$ cat src/rtl/arm_run_pkg.sv
// Shared types for the ARM run controller: FSM state encoding and run exit cause.
package arm_run_pkg;

    // Run sequencing states, 2-bit encoding.
    typedef enum logic [1:0] {
        ST_IDLE  = 2'd0,
        ST_RESET = 2'd1,
        ST_RUN   = 2'd2,
        ST_DONE  = 2'd3
    } run_state_e;

    // Why the FSM left its current state on a given edge.
    typedef enum logic [1:0] {
        CAUSE_NONE    = 2'd0,
        CAUSE_HALT    = 2'd1,
        CAUSE_TIMEOUT = 2'd2,
        CAUSE_ABORT   = 2'd3
    } exit_cause_e;

endpackage

$ cat src/rtl/arm_sat_counter.sv
// Saturating up-counter with synchronous clear (clear beats enable).
module arm_sat_counter #(
    parameter int W = 16
) (
    input  logic         clk,
    input  logic         rst,
    input  logic         clr_i,
    input  logic         en_i,
    output logic [W-1:0] cnt_o
);

    logic [W-1:0] cnt_q;
    logic [W-1:0] cnt_d;

    // Next count: clear, else increment unless already at all-ones.
    always_comb begin
        // NOTE: every always_comb output gets a default first so no latch is inferred.
        cnt_d = cnt_q;
        if (clr_i) begin
            cnt_d = '0;
        end else if (en_i && (cnt_q != '1)) begin
            cnt_d = cnt_q + W'(1);
        end
    end

    // Count register, cleared asynchronously by the active-low reset.
    always_ff @(posedge clk or negedge rst) begin
        // NOTE: state registers use non-blocking assignments so all flops update together.
        if (!rst) begin
            cnt_q <= '0;
        end else begin
            cnt_q <= cnt_d;
        end
    end

    assign cnt_o = cnt_q;

endmodule

$ cat src/rtl/arm_run_controller.sv
// Run controller for ARM cores: reset stretch, fixed per-run forwarding mode,
// cycle counting and run termination on all-halt, timeout or abort.
module arm_run_controller
    import arm_run_pkg::*;
#(
    parameter int NUM_CORES       = 1,
    parameter int RESET_CYCLES    = 2,
    parameter int CNT_W           = 16,
    parameter int DEFAULT_TIMEOUT = 500
) (
    input  logic                 clk,
    input  logic                 rst,
    input  logic                 start,
    input  logic                 abort,
    input  logic [CNT_W-1:0]     timeout_cycles,
    input  logic [NUM_CORES-1:0] fwd_mode_in,
    input  logic [NUM_CORES-1:0] core_halted,
    output logic [NUM_CORES-1:0] core_rst,
    output logic [NUM_CORES-1:0] forwarding_enabled,
    output logic                 running,
    output logic                 done,
    output logic                 timed_out,
    output logic [NUM_CORES-1:0] halted_mask,
    output logic [CNT_W-1:0]     cycle_count
);

    // Stretch counter only needs to hold 0..RESET_CYCLES-1.
    localparam int SW = (RESET_CYCLES < 2) ? 1 : $clog2(RESET_CYCLES);

    run_state_e  state_q, state_d;
    exit_cause_e cause;

    logic [NUM_CORES-1:0] core_rst_q, core_rst_d;
    logic                 running_q, running_d;
    logic                 done_q, done_d;
    logic                 timed_out_q, timed_out_d;
    logic [NUM_CORES-1:0] fwd_q, fwd_d;
    logic [CNT_W-1:0]     timeout_q, timeout_d;
    logic [NUM_CORES-1:0] mask_q, mask_d;

    logic [SW-1:0]    stretch_cnt;
    logic [CNT_W-1:0] run_cnt;

    logic start_accept;
    logic stretch_last;
    logic all_halted;
    logic timeout_hit;

    // A start only counts from IDLE or DONE, and abort always overrides it.
    assign start_accept = start && !abort && ((state_q == ST_IDLE) || (state_q == ST_DONE));
    assign stretch_last = (stretch_cnt == SW'(RESET_CYCLES - 1));
    assign all_halted   = &(mask_q | core_halted);
    assign timeout_hit  = ((CNT_W+1)'(run_cnt) + (CNT_W+1)'(1)) == (CNT_W+1)'(timeout_q);

    arm_sat_counter #(.W(SW)) u_stretch_cnt (
        .clk   (clk),
        .rst   (rst),
        .clr_i (state_q != ST_RESET),
        .en_i  (state_q == ST_RESET),
        .cnt_o (stretch_cnt)
    );

    arm_sat_counter #(.W(CNT_W)) u_cycle_cnt (
        .clk   (clk),
        .rst   (rst),
        .clr_i (abort || start_accept),
        .en_i  (state_q == ST_RUN),
        .cnt_o (run_cnt)
    );

    // State and registered outputs.
    always_ff @(posedge clk or negedge rst) begin
        if (!rst) begin
            state_q     <= ST_IDLE;
            core_rst_q  <= '1;
            running_q   <= 1'b0;
            done_q      <= 1'b0;
            timed_out_q <= 1'b0;
        end else begin
            state_q     <= state_d;
            core_rst_q  <= core_rst_d;
            running_q   <= running_d;
            done_q      <= done_d;
            timed_out_q <= timed_out_d;
        end
    end

    // Next state and the cause of leaving the current state; abort has top priority.
    always_comb begin
        state_d = state_q;
        cause   = CAUSE_NONE;
        if (abort) begin
            state_d = ST_IDLE;
            cause   = CAUSE_ABORT;
        end else begin
            case (state_q)
                ST_IDLE:  if (start) state_d = ST_RESET;
                ST_RESET: if (stretch_last) state_d = ST_RUN;
                ST_RUN: begin
                    if (all_halted) begin
                        state_d = ST_DONE;
                        cause   = CAUSE_HALT;
                    end else if (timeout_hit) begin
                        state_d = ST_DONE;
                        cause   = CAUSE_TIMEOUT;
                    end
                end
                ST_DONE:  if (start) state_d = ST_RESET;
                default:  state_d = ST_IDLE;
            endcase
        end
    end

    // Outputs derived from the next state so they appear registered on the transition edge.
    always_comb begin
        core_rst_d  = ((state_d == ST_IDLE) || (state_d == ST_RESET)) ? '1 : '0;
        running_d   = (state_d == ST_RUN);
        done_d      = (state_d == ST_DONE);
        timed_out_d = (state_d == ST_DONE) &&
                      ((state_q == ST_DONE) ? timed_out_q : (cause == CAUSE_TIMEOUT));
    end

    // Per-run latches: forwarding mode, effective timeout and sticky halt mask.
    always_comb begin
        fwd_d     = fwd_q;
        timeout_d = timeout_q;
        mask_d    = mask_q;
        if (start_accept) begin
            fwd_d     = fwd_mode_in;
            timeout_d = (timeout_cycles == '0) ? CNT_W'(DEFAULT_TIMEOUT) : timeout_cycles;
            mask_d    = '0;
        end else if (!abort && (state_q == ST_RUN)) begin
            mask_d = mask_q | core_halted;
        end
    end

    // Latch registers.
    always_ff @(posedge clk or negedge rst) begin
        if (!rst) begin
            fwd_q     <= '0;
            timeout_q <= CNT_W'(DEFAULT_TIMEOUT);
            mask_q    <= '0;
        end else begin
            fwd_q     <= fwd_d;
            timeout_q <= timeout_d;
            mask_q    <= mask_d;
        end
    end

    assign core_rst           = core_rst_q;
    assign forwarding_enabled = fwd_q;
    assign running            = running_q;
    assign done               = done_q;
    assign timed_out          = timed_out_q;
    assign halted_mask        = mask_q;
    assign cycle_count        = run_cnt;

endmodule

$ cat config.mk
export PLATFORM = sky130hd
export DESIGN_NAME = arm_run_controller
export DESIGN_NICKNAME = d
export VERILOG_FILES = /design/src/rtl/arm_run_pkg.sv /design/src/rtl/arm_sat_counter.sv /design/src/rtl/arm_run_controller.sv
export SDC_FILE = /design/constraint.sdc
export NUM_CORES = 1
export LEC_CHECK = 0
export ABC_CLOCK_PERIOD_IN_PS = 2900
export BUFFER_PORTS_ARGS = -buffer_cell sky130_fd_sc_hd__buf_2
export CORE_UTILIZATION = 31
export CTS_CLUSTER_SIZE = 12
export DETAILED_ROUTE_END_ITERATION = 7
export SLEW_MARGIN = 10
export SYNTH_ARGS = -nofsm -noshare
export SYNTH_HDL_FRONTEND = slang
export SYNTH_SLANG_ARGS = --single-unit
export TNS_END_PERCENT = 20
$ cat constraint.sdc
create_clock -name clk -period 2.9 [get_ports clk]
set_input_delay 0.435 -clock clk [delete_from_list [all_inputs] [get_ports clk]]
set_output_delay 0.435 -clock clk [all_outputs]
set_load 0.1 [all_outputs]
=== Word-level counts from Yosys, hierarchy flattened ===
Cells that the tools add are included.
W data, S select, Z words.

* Register bits after elaboration: 41
* Bits in latches: 0
* Memory bits (writable): 0
* Memory bits (read-only): 0
* Output and inout port bits: 22
* Word-level logic and storage cells: 61
* Memories: 0

* Add/sub/neg operators: 3
* Multipliers: 0
* Divide/modulo/power cells: 0
* Magnitude comparators: 0
* Eq/ne operators: 10
* Shifts and indexed selects: 0
* Mux-type cells: 19
* Bitwise gates (word level): 2
* Reductions and logical operators: 17

{| class="wikitable"
|+ Operator list
! kind !! number
|-
| $mux W16 || 3
|-
| $mux W2 || 9
|-
| $add A16 B1 Y17 const B || 1
|-
| $eq A17 B16 Y1 || 1
|-
| $add A16 B1 Y16 const B || 1
|-
| $logic_not A16 Y1 || 1
|-
| $ne A16 B16 Y1 const B || 1
|-
| $eq A2 B2 Y1 const B || 5
|-
| $logic_and A1 B1 Y1 || 6
|-
| $mux W1 || 6
|-
| $pmux W2 S3 || 1
|-
| $reduce_bool A2 Y1 || 3
|-
| $eq A2 B1 Y1 const B || 2
|-
| $logic_not A2 Y1 || 2
|-
| $logic_or A1 B1 Y1 || 3
|-
| $ne A2 B1 Y1 const B || 1
|-
| $reduce_or A2 Y1 || 1
|-
| $add A1 B1 Y1 const B || 1
|-
| $logic_not A1 Y1 || 1
|-
| $not A1 Y1 || 1
|-
| $or A1 B1 Y1 || 1
|}

=== Longest topological paths before layout ===
Gate-level depths: netlist (run 1).

* Depth in word-level cells: 9
* Gate-level depth with buffers: 9

=== Hierarchy ===
Synthesis (run 1) repeated with hierarchy kept, for this count alone.

* Cell total of the unflattened synthesis: 277
* Area total of the unflattened synthesis: 2678.8 um^2

{| class="wikitable"
|+ Modules (own cells, without submodules)
! module !! times used !! cells an instance !! area an instance (um^2) !! sequential area each (um^2)
|-
| arm_run_controller || 1 || 177 || 1701.6 || 609.3
|-
| arm_sat_counter (u_cycle_cnt) || 1 || 98 || 942.2 || 400.4
|-
| arm_sat_counter (u_stretch_cnt) || 1 || 2 || 35.0 || 25.0
|}

=== Worst setup path before layout (run 1) ===
OpenSTA, ideal clock, no wires.

* Path kind: reg-to-reg
* Start point: register u_cycle_cnt.cnt_q[0] (netlist: u_cycle_cnt.cnt_o[0])
* End point: register timed_out_q (netlist: timed_out)
* Arrival: 2.881 ns
* Setup slack: -0.067 ns
* Stages on the path, launching flop included: 9
* Period minus slack after synthesis: 2.967 ns
* Cells stage by stage: dfrtp_1 ha_1 nand3_2 or3_4 nand2_2 or4b_4 o311ai_2 a41oi_2 a211oi_2

* Cells in the longest elaborated chain, start to end: 9

{| class="wikitable"
|+ Ends and longest elaborated chain
! item !! RTL line !! RTL
|-
| start, declared || arm_sat_counter.sv:12 || <nowiki>logic [W-1:0] cnt_q;</nowiki>
|-
| start signal, assigned || arm_sat_counter.sv:32 || <nowiki>cnt_q <= cnt_d;</nowiki>
|-
| $add A16 B1 Y17 * || arm_run_controller.sv:53 || <nowiki>assign timeout_hit = ((CNT_W+1)'(run_cnt) + (CNT_W+1)'(1)) == (CNT_W+1)'(timeout_q);</nowiki>
|-
| $eq A17 B16 Y1 * || arm_run_controller.sv:53 ||
|-
| $mux W2 || arm_run_controller.sv:103 || <nowiki>end else if (timeout_hit) begin</nowiki>
|-
| $mux W2 || arm_run_controller.sv:100 || <nowiki>if (all_halted) begin</nowiki>
|-
| $mux W2 || arm_run_controller.sv:96 || <nowiki>case (state_q)</nowiki>
|-
| $mux W2 || arm_run_controller.sv:92 || <nowiki>if (abort) begin</nowiki>
|-
| $eq A2 B2 Y1 || arm_run_controller.sv:120 || <nowiki>((state_q == ST_DONE) ? timed_out_q : (cause == CAUSE_TIMEOUT));</nowiki>
|-
| $mux W1 || arm_run_controller.sv:120 ||
|-
| $logic_and A1 B1 Y1 * || arm_run_controller.sv:119 || <nowiki>timed_out_d = (state_d == ST_DONE) &&</nowiki>
|-
| named net timed_out_d || arm_run_controller.sv:36 || <nowiki>logic timed_out_q, timed_out_d;</nowiki>
|-
| end signal, assigned || arm_run_controller.sv:84 || <nowiki>timed_out_q <= timed_out_d;</nowiki>
|-
| end, declared || arm_run_controller.sv:36 ||
|}

Mark *: on every way through the listed nets, which the timed path passes. The rest lies on a longest branch.
A chain may end at the register's enable or synchronous reset.

=== Worst setup path in the final report (run 1) ===
Same ends and word-level chain as after synthesis.

==> flow_metrics.py, run 1 <==
metrics = {
    "clock_network": {
        "root_buffer": "clkbuf_8",
        "ctsHtreeMaxLevel": 2,
        "clock_path_buffers": 2,
        "cts_made_buffers": 5,
        "cts_resized": 0,
        "worstSkewPairLatency_ns": 0.30,
        "cts_setup_buffers": 0,
        "postCtsHoldBufs": 0,
        "clk_pin_slew_ns": 0.08,
        "clock-sinks": 41,
        "cts_tree": "built",
    },
    "cells_and_area": {
        "fin_util_pct": 38.47,
        "regArea_mm2": 0.001037,
        "layout-drive-gt1-share_pct": 29.76,
        "fillers": 734,
        "nets": 315,
        "stdcell_area_mm2": 0.002850,
        "area_growth_pct": 17.36,
        "multi_input_area_mm2": 0.001301,
        "n_antenna_cell": 0,
    },
    "synth": {
        "synth_edf_count": 0,
        "synth.distinct_cells": 52,
        "yosys.cell_count.top_type": "dfrtp_1",
        "yosysTopAreaCellShare_pct": 35.03,
        "yosysWarnings": 0,
        "synth_top_area_cell": "dfrtp_1",
        "synth_area_per_cell_um2": 9.793,
        "yosys_register_bits": 41,
        "syn_inst": 248,
        "mappedNetlistArea_mm2": 0.002429,
        "seq_area_frac_synth_pct": 42.61,
        "syn-num-nets": 275,
        "ys.flop_type": "dfrtp_1",
        "synthArstFlopShare_pct": 100.0,
        "synthTopCellsByCount": "dfrtp_1, nor2_1, nand2_1, xor2_1, o21ai_0",
        "synth_area_leaders": "dfrtp_1, dfstp_2, xor2_1, mux2_2, nor2_1",
    },
    "placement": {
        "gp_congestion": 0.8324,
        "place_hpwl_um": 4451,
        "dpl-instance-area_mm2": 0.002734,
        "pre_cts_slack_ns": 0.4785,
        "port_buffers": 43,
    },
    "timing": {
        "slew_violations": 0,
        "final.setup.worst_slack_ns": 0.4514,
        "worst_slew_pin_slew_ns": 0.9180,
        "fin_crit_sh_pct": 84.44,
        "tns_ns": 0,
        "hold_viol": 0,
        "period_needed_ns": 2.449,
        "maxSlewHeadroom_pct": 38.80,
        "skew_ns": 0.007821,
        "setup_viol": 0,
        "fmax_mhz": 408.4,
        "rsz0062_at_grt": "no",
    },
    "outcome": {
        "status": "completed",
    },
    "global_routing": {
        "grt_use_total_pct": 14.96,
        "grt_pass1_wl_um": 9715,
        "antenna_found_initial": 0,
        "grt-ovfl-total": 0,
        "grt_pass1_vias": 1893,
        "grt_max_degree": 42,
    },
    "setup_path": {
        "worst-path-buf-inv": 0,
        "start_kind": "flop",
        "end_kind": "flop",
        "cp_max_fo": 8,
        "crit_arrival_ns": 2.67,
        "criticalPathCategory": "flop to flop",
        "critPathTopFamily": "compound AO/OA/AOI/OAI gates",
        "slowest_stage": "dfrtp_2",
        "max_stage_delay_ns": 0.44,
        "cp_data_required_time_ns": 3.12,
        "worstPathCellList": "ha_1, nand3_2, or3_4, nor2_1, a21boi_0, o311ai_2, a41oi_2, a211oi_2",
    },
    "floorplan": {
        "start_util_pct": 32.78,
        "dieArea_mm2": 0.008192,
        "io_pins": 44,
        "die_height_um": 90.51,
        "rows": 31,
        "die_x_um": 90.51,
        "core_mm2": 0.007408,
    },
    "detailed_routing": {
        "wl_per_cell_um": 15.12,
        "wirelength_um": 5865,
        "drt-initial-drc-count": 171,
        "vias": 1994,
        "ant_nets": 0,
        "drc": 0,
        "drtPass1Iterations": 4,
        "vias_per_cell": 5.139,
    },
    "pwr": {
        "p_leak_nw": 1.238,
        "power_mw": 2.373,
        "p_per_area_mw_per_mm2": 832.6,
        "peakVddDrop_mv": 0.4524,
    },
    "worst_hold_path": {
        "worstHoldPathType": "input port to async pin",
    },
    "job": {
        "cap_viol_max_count": 0,
    },
}
worst register-to-register path: stages, from the launching register on:
cell and delay (ns):
dfrtp_2 0.44, ha_1 0.28, nand3_2 0.15, or3_4 0.43
nor2_1 0.18, a21boi_0 0.14, o311ai_2 0.34, a41oi_2 0.20
a211oi_2 0.22
layout make-up:
| type | instances | area share (%) |
|---|---|---|
| multi-input cells | 185 | 45.65 |
| clock buffers | 7 | 3.029 |
| flip-flops and latches | 41 | 36.39 |
| clock inverters | 1 | 1.054 |
| repair buffers | 46 | 8.341 |
| well taps | 99 | 4.346 |
| inverters | 9 | 1.185 |
cells by family after synthesis:
family / Yosys count / synth area share, %
and+or+nand+nor: 94 / 21.79
AOI/OAI and AO/OA: 49 / 14.74
DFF: 41 / 42.61
xor gates and xnor gates: 26 / 9.376
buffers and inverters: 22 / 3.813
muxes: 11 / 5.101
adders and majority gates: 5 / 2.576
through the flow:
stage	hold WS (ns)	instances
finish	0.2651	388
global placement	0.4888	380
global route	0.3471	388
detailed placement	0.4923	380
CTS	0.3015	388
floorplan	0.1394	248
registers in the layout, indices dropped and copies added (netlist names):
signal               cells
u_cycle_cnt.cnt_o       16
timeout_q               16
state_q                  2
running                  1
core_rst                 1
halted_mask              1
forwarding_enabled       1
u_stretch_cnt.cnt_o      1
timed_out                1
done                     1
worst paths after layout:
path	slack, ns	cells after the start	to	startpoint
max	0.45	8	timed_out	u_cycle_cnt.cnt_o[0]
min	0.27	1	u_stretch_cnt.cnt_o	rst
max reg2reg	0.45	8	timed_out	u_cycle_cnt.cnt_o[0]
min reg2reg	0.52	1	forwarding_enabled	forwarding_enabled
max in group asynchronous	2.00	1	u_cycle_cnt.cnt_o[1]	rst
min in group clk	0.36	2	timeout_q[7]	timeout_cycles[7]
routing by layer:
| metal | track usage (%) | share of wire [%] | vias to the layer above |
|---|---|---|---|
| met2 | 21.53 | 44 | 65 |
| li1 | - | - | 977 |
| met3 | 3.030 | 4.7 | 5 |
| met5 | 0 | 0 | - |
| met1 | 22.10 | 50 | 947 |
| met4 | 4.973 | 1.1 | 0 |
power breakdown:
part           total, mW  internal [mW]  switching [mW]
clock              0.488          0.281           0.207
sequential         0.917          0.769           0.148
combinational      0.968          0.359           0.609
layout by cell type, fill, tap and decap left out, types with 2 or more instances in the layout:
master | Yosys | routed
xor2_1 | 16 | 16
o21ai_0 | 15 | 15
nand3_1 | 8 | 8
o211ai_1 | 3 | 3
a31oi_1 | 4 | 4
dfrtp_2 | 0 | 2
inv_1 | 9 | 9
nand2_1 | 16 | 16
and3_1 | 4 | 4
ha_1 | 5 | 5
o41ai_1 | 2 | 2
a21oi_1 | 3 | 3
nor2b_1 | 4 | 4
o31ai_1 | 4 | 4
nor3_1 | 2 | 2
nor4_1 | 5 | 5
mux2_2 | 11 | 11
dfstp_2 | 7 | 7
nand2b_1 | 3 | 3
buf_4 | 1 | 3
nand3_2 | 2 | 2
o22a_1 | 6 | 6
xnor2_1 | 10 | 10
nand4_1 | 9 | 9
buf_2 | 5 | 43
clkbuf_8 | 0 | 6
dfrtp_1 | 34 | 32
nor3b_1 | 3 | 3
nor2_1 | 26 | 26
Power figures use the tool's default switching activity.
==> run 2: changes to the inputs <==
--- a/config.mk
+++ b/config.mk
@@ -5,7 +5,8 @@
 export SDC_FILE = /design/constraint.sdc
 export NUM_CORES = 1
 export LEC_CHECK = 0
-export ABC_CLOCK_PERIOD_IN_PS = 2900
+export ABC_AREA = 1
+export ABC_CLOCK_PERIOD_IN_PS = 2000
 export BUFFER_PORTS_ARGS = -buffer_cell sky130_fd_sc_hd__buf_2
 export CORE_UTILIZATION = 31
 export CTS_CLUSTER_SIZE = 12
==> constraint.sdc (replaced) <==
create_clock -name clk -period 2 [get_ports clk]
set_input_delay 0.3 -clock clk [delete_from_list [all_inputs] [get_ports clk]]
set_output_delay 0.3 -clock clk [all_outputs]
set_load 0.1 [all_outputs]
==> run 2 against run 1 <==
Final cell count is 26% higher; wire length is 9.3% higher; global-route usage is 1.7 points higher; via count is 16% higher; clock-buffer cell count is 1 lower; sequential cell count stayed put; critical path depth is 9 higher; sequential share of layout area is 1.0 points lower; worst setup slack worse by 0.44 ns; largest power group is now registers; worst hold slack worse by 0.075 ns; sequential power is 37% higher; first-iteration DRC count is 33% lower.
==> flow_metrics.py, run 2 <==
metrics = {
    "detailed_routing": {
        "drtPass1Iterations": 4,
        "wirelength_um": 6410,
        "vias": 2314,
        "routed.top_layer": "met4",
        "met2WireLength_um": 3066,
        "wl_per_cell_um": 13.11,
        "wl_met1_um": 2962,
        "drt-initial-drc-count": 114,
        "drc": 0,
        "vias_per_cell": 4.732,
        "dr_wl_met3_um": 299,
        "ant_nets": 0,
    },
    "synth": {
        "yosysWarnings": 0,
        "yosys_register_bits": 41,
        "syn_inst": 332,
        "yosys.cell_count.top_type": "nand2_1",
        "seq_area_frac_synth_pct": 42.76,
        "synth_edf_count": 0,
        "mappedNetlistArea_mm2": 0.002420,
        "synthArstFlopShare_pct": 100.0,
        "synth_area_leaders": "dfrtp_1, nand2_1, dfstp_2, inv_1, nor2_1",
        "synthTopCellsByCount": "nand2_1, inv_1, dfrtp_1, nor2_1, nand3_1",
        "synth.distinct_cells": 31,
        "synth_area_per_cell_um2": 7.289,
        "yosysTopAreaCellShare_pct": 35.16,
        "synth_top_area_cell": "dfrtp_1",
        "ys.flop_type": "dfrtp_1",
        "syn-num-nets": 359,
    },
    "cells_and_area": {
        "final_common_cell": "nand2_1",
        "stdcell_area_mm2": 0.003032,
        "fin_util_pct": 40.92,
        "final_cell_mix": "nand2_1, buf_2, inv_1",
        "layout-drive-gt1-share_pct": 28.21,
        "fin_cells": 489,
        "n_antenna_cell": 0,
        "nets": 416,
        "area_growth_pct": 25.28,
    },
    "setup_path": {
        "criticalPathCategory": "flop to flop",
        "crit_arrival_ns": 2.19,
        "crit_top_cell": "nand2_1",
        "end_kind": "flop",
        "start_kind": "flop",
        "cp_max_fo": 4,
        "slowest_stage": "dfrtp_4",
        "worstPathCellList": "ha_4, nand3_4, inv_2, nand3_1, inv_1, nand2_1, nand2_1, nor2_1, nand2_1, nor2_1, nand3_1, nand2_1, nand2_1, nand2_2, nand2_1, inv_2, nor2_2",
        "max_stage_delay_ns": 0.50,
        "cp_data_required_time_ns": 2.20,
    },
    "clock_network": {
        "clock-sinks": 41,
        "cts_tree": "built",
        "cts_made_buffers": 5,
        "worstSkewPairLatency_ns": 0.30,
        "root_buffer": "clkbuf_8",
        "clk_pin_slew_ns": 0.09,
        "clock_path_buffers": 2,
        "ctsHtreeMaxLevel": 2,
    },
    "timing": {
        "fin_crit_sh_pct": 99.44,
        "fmax_mhz": 502.8,
        "skew_ns": 0.008910,
        "period_needed_ns": 1.989,
        "worst_slew_pin_slew_ns": 0.5038,
        "final.setup.worst_slack_ns": 0.01121,
        "rsz0062_at_grt": "yes",
        "maxSlewHeadroom_pct": 66.64,
        "slew_violations": 0,
        "setup_viol": 0,
        "hold_viol": 0,
        "tns_ns": 0,
    },
    "floorplan": {
        "core_mm2": 0.007408,
        "rows": 31,
        "dieArea_mm2": 0.008163,
        "io_pins": 44,
        "start_util_pct": 32.66,
        "die_x_um": 90.35,
        "die_height_um": 90.35,
    },
    "placement": {
        "post-place-cells": 478,
        "dpl-instance-area_mm2": 0.002888,
        "port_buffers": 43,
        "pre_cts_slack_ns": -0.07000,
        "gp_congestion": 0.8598,
        "place_hpwl_um": 5136,
    },
    "worst_hold_path": {
        "worstHoldPathType": "input port to flop",
    },
    "global_routing": {
        "grt-ovfl-total": 0,
        "antenna_found_initial": 0,
        "grt_pass1_vias": 2250,
        "grt_max_degree": 25,
        "grt_use_total_pct": 16.71,
        "grt_pass1_wl_um": 10680,
    },
    "pwr": {
        "p_leak_nw": 1.449,
        "peakVddDrop_mv": 0.6039,
        "p_per_area_mw_per_mm2": 1021,
    },
    "job": {
        "cap_viol_max_count": 0,
    },
    "outcome": {
        "status": "completed",
    },
}
-- run 2: critical path: cells and delay by family, from the launching register on --
kind / cells / cell delay [ns]
and+or+nand+nor: 13 / 1.02
DFF: 1 / 0.50
buffers and inverters: 3 / 0.19
adders and majority gates: 1 / 0.18
-- run 2: cells by family after synthesis --
kind of cell             after synthesis  synth area share (%)
AO/OA/AOI/OAI                         35                 8.325
XOR/XNOR                               3                 1.655
adder cells (fa/ha/maj)                5                 2.585
buffers and inverters                 48                 7.497
flip-flops                            41                 42.76
AND/OR/NAND/NOR                      200                 37.18
-- run 2: timing repair --
item / in CTS / in global routing
buffers inserted: 2 / 0
hold endpoints to repair: 17 / 0
resized for setup: 1 / 1
hold buffers: 1 / 0
pin swaps: 1 / 1
endpoints found under the setup margin: 4 / 14
-- run 2: layer usage --
| layer | vias to the layer above | track usage (%) |
|---|---|---|
| li1 | 1181 | - |
| met1 | 1072 | 21.33 |
| met2 | 55 | 27.99 |
| met3 | 6 | 3.367 |
| met4 | 0 | 5.914 |
| met5 | - | 0 |
-- run 2: where the power goes --
group | internal, mW | total (mW) | leakage, nW | switching [mW]
Clock | 0.375 | 0.676 | 0.0554 | 0.301
Combinational | 0.387 | 1.16 | 0.894 | 0.772
Sequential | 1.10 | 1.26 | 0.500 | 0.164
Total | 1.86 | 3.10 | 1.45 | 1.24
-- run 2: metrics by stage --
step | hold slack [ns] | power [mW]
floorplan | 0.004409 | 2.089
global placement | 0.2830 | 2.408
detailed placement | 0.2841 | 2.426
CTS | 0.1805 | 3.140
global route | 0.1858 | 3.326
finish | 0.1905 | 3.097
-- run 2: final cells by class --
| class | instances | area [um2] |
|---|---|---|
| multi-input cells | 243 | 1239 |
| clock inverters | 2 | 38.79 |
| fillers | 784 | 4377 |
| repair buffers | 56 | 327.8 |
| flip-flops and latches | 41 | 1072 |
| well taps | 99 | 123.9 |
| clock buffers | 6 | 72.57 |
| inverters | 42 | 157.7 |
-- run 2: final timing paths --
kind                                       to  depth (start not counted)  slack, ns            startpoint
setup / recovery                      running                         17       0.01  u_cycle_cnt.cnt_o[0]
hold / removal             forwarding_enabled                          3       0.19           fwd_mode_in
setup reg to reg                      running                         17       0.01  u_cycle_cnt.cnt_o[0]
hold reg to reg            forwarding_enabled                          2       0.48    forwarding_enabled
max in group asynchronous        timeout_q[2]                          3       0.97                   rst
min in group asynchronous  forwarding_enabled                          2       0.46                   rst
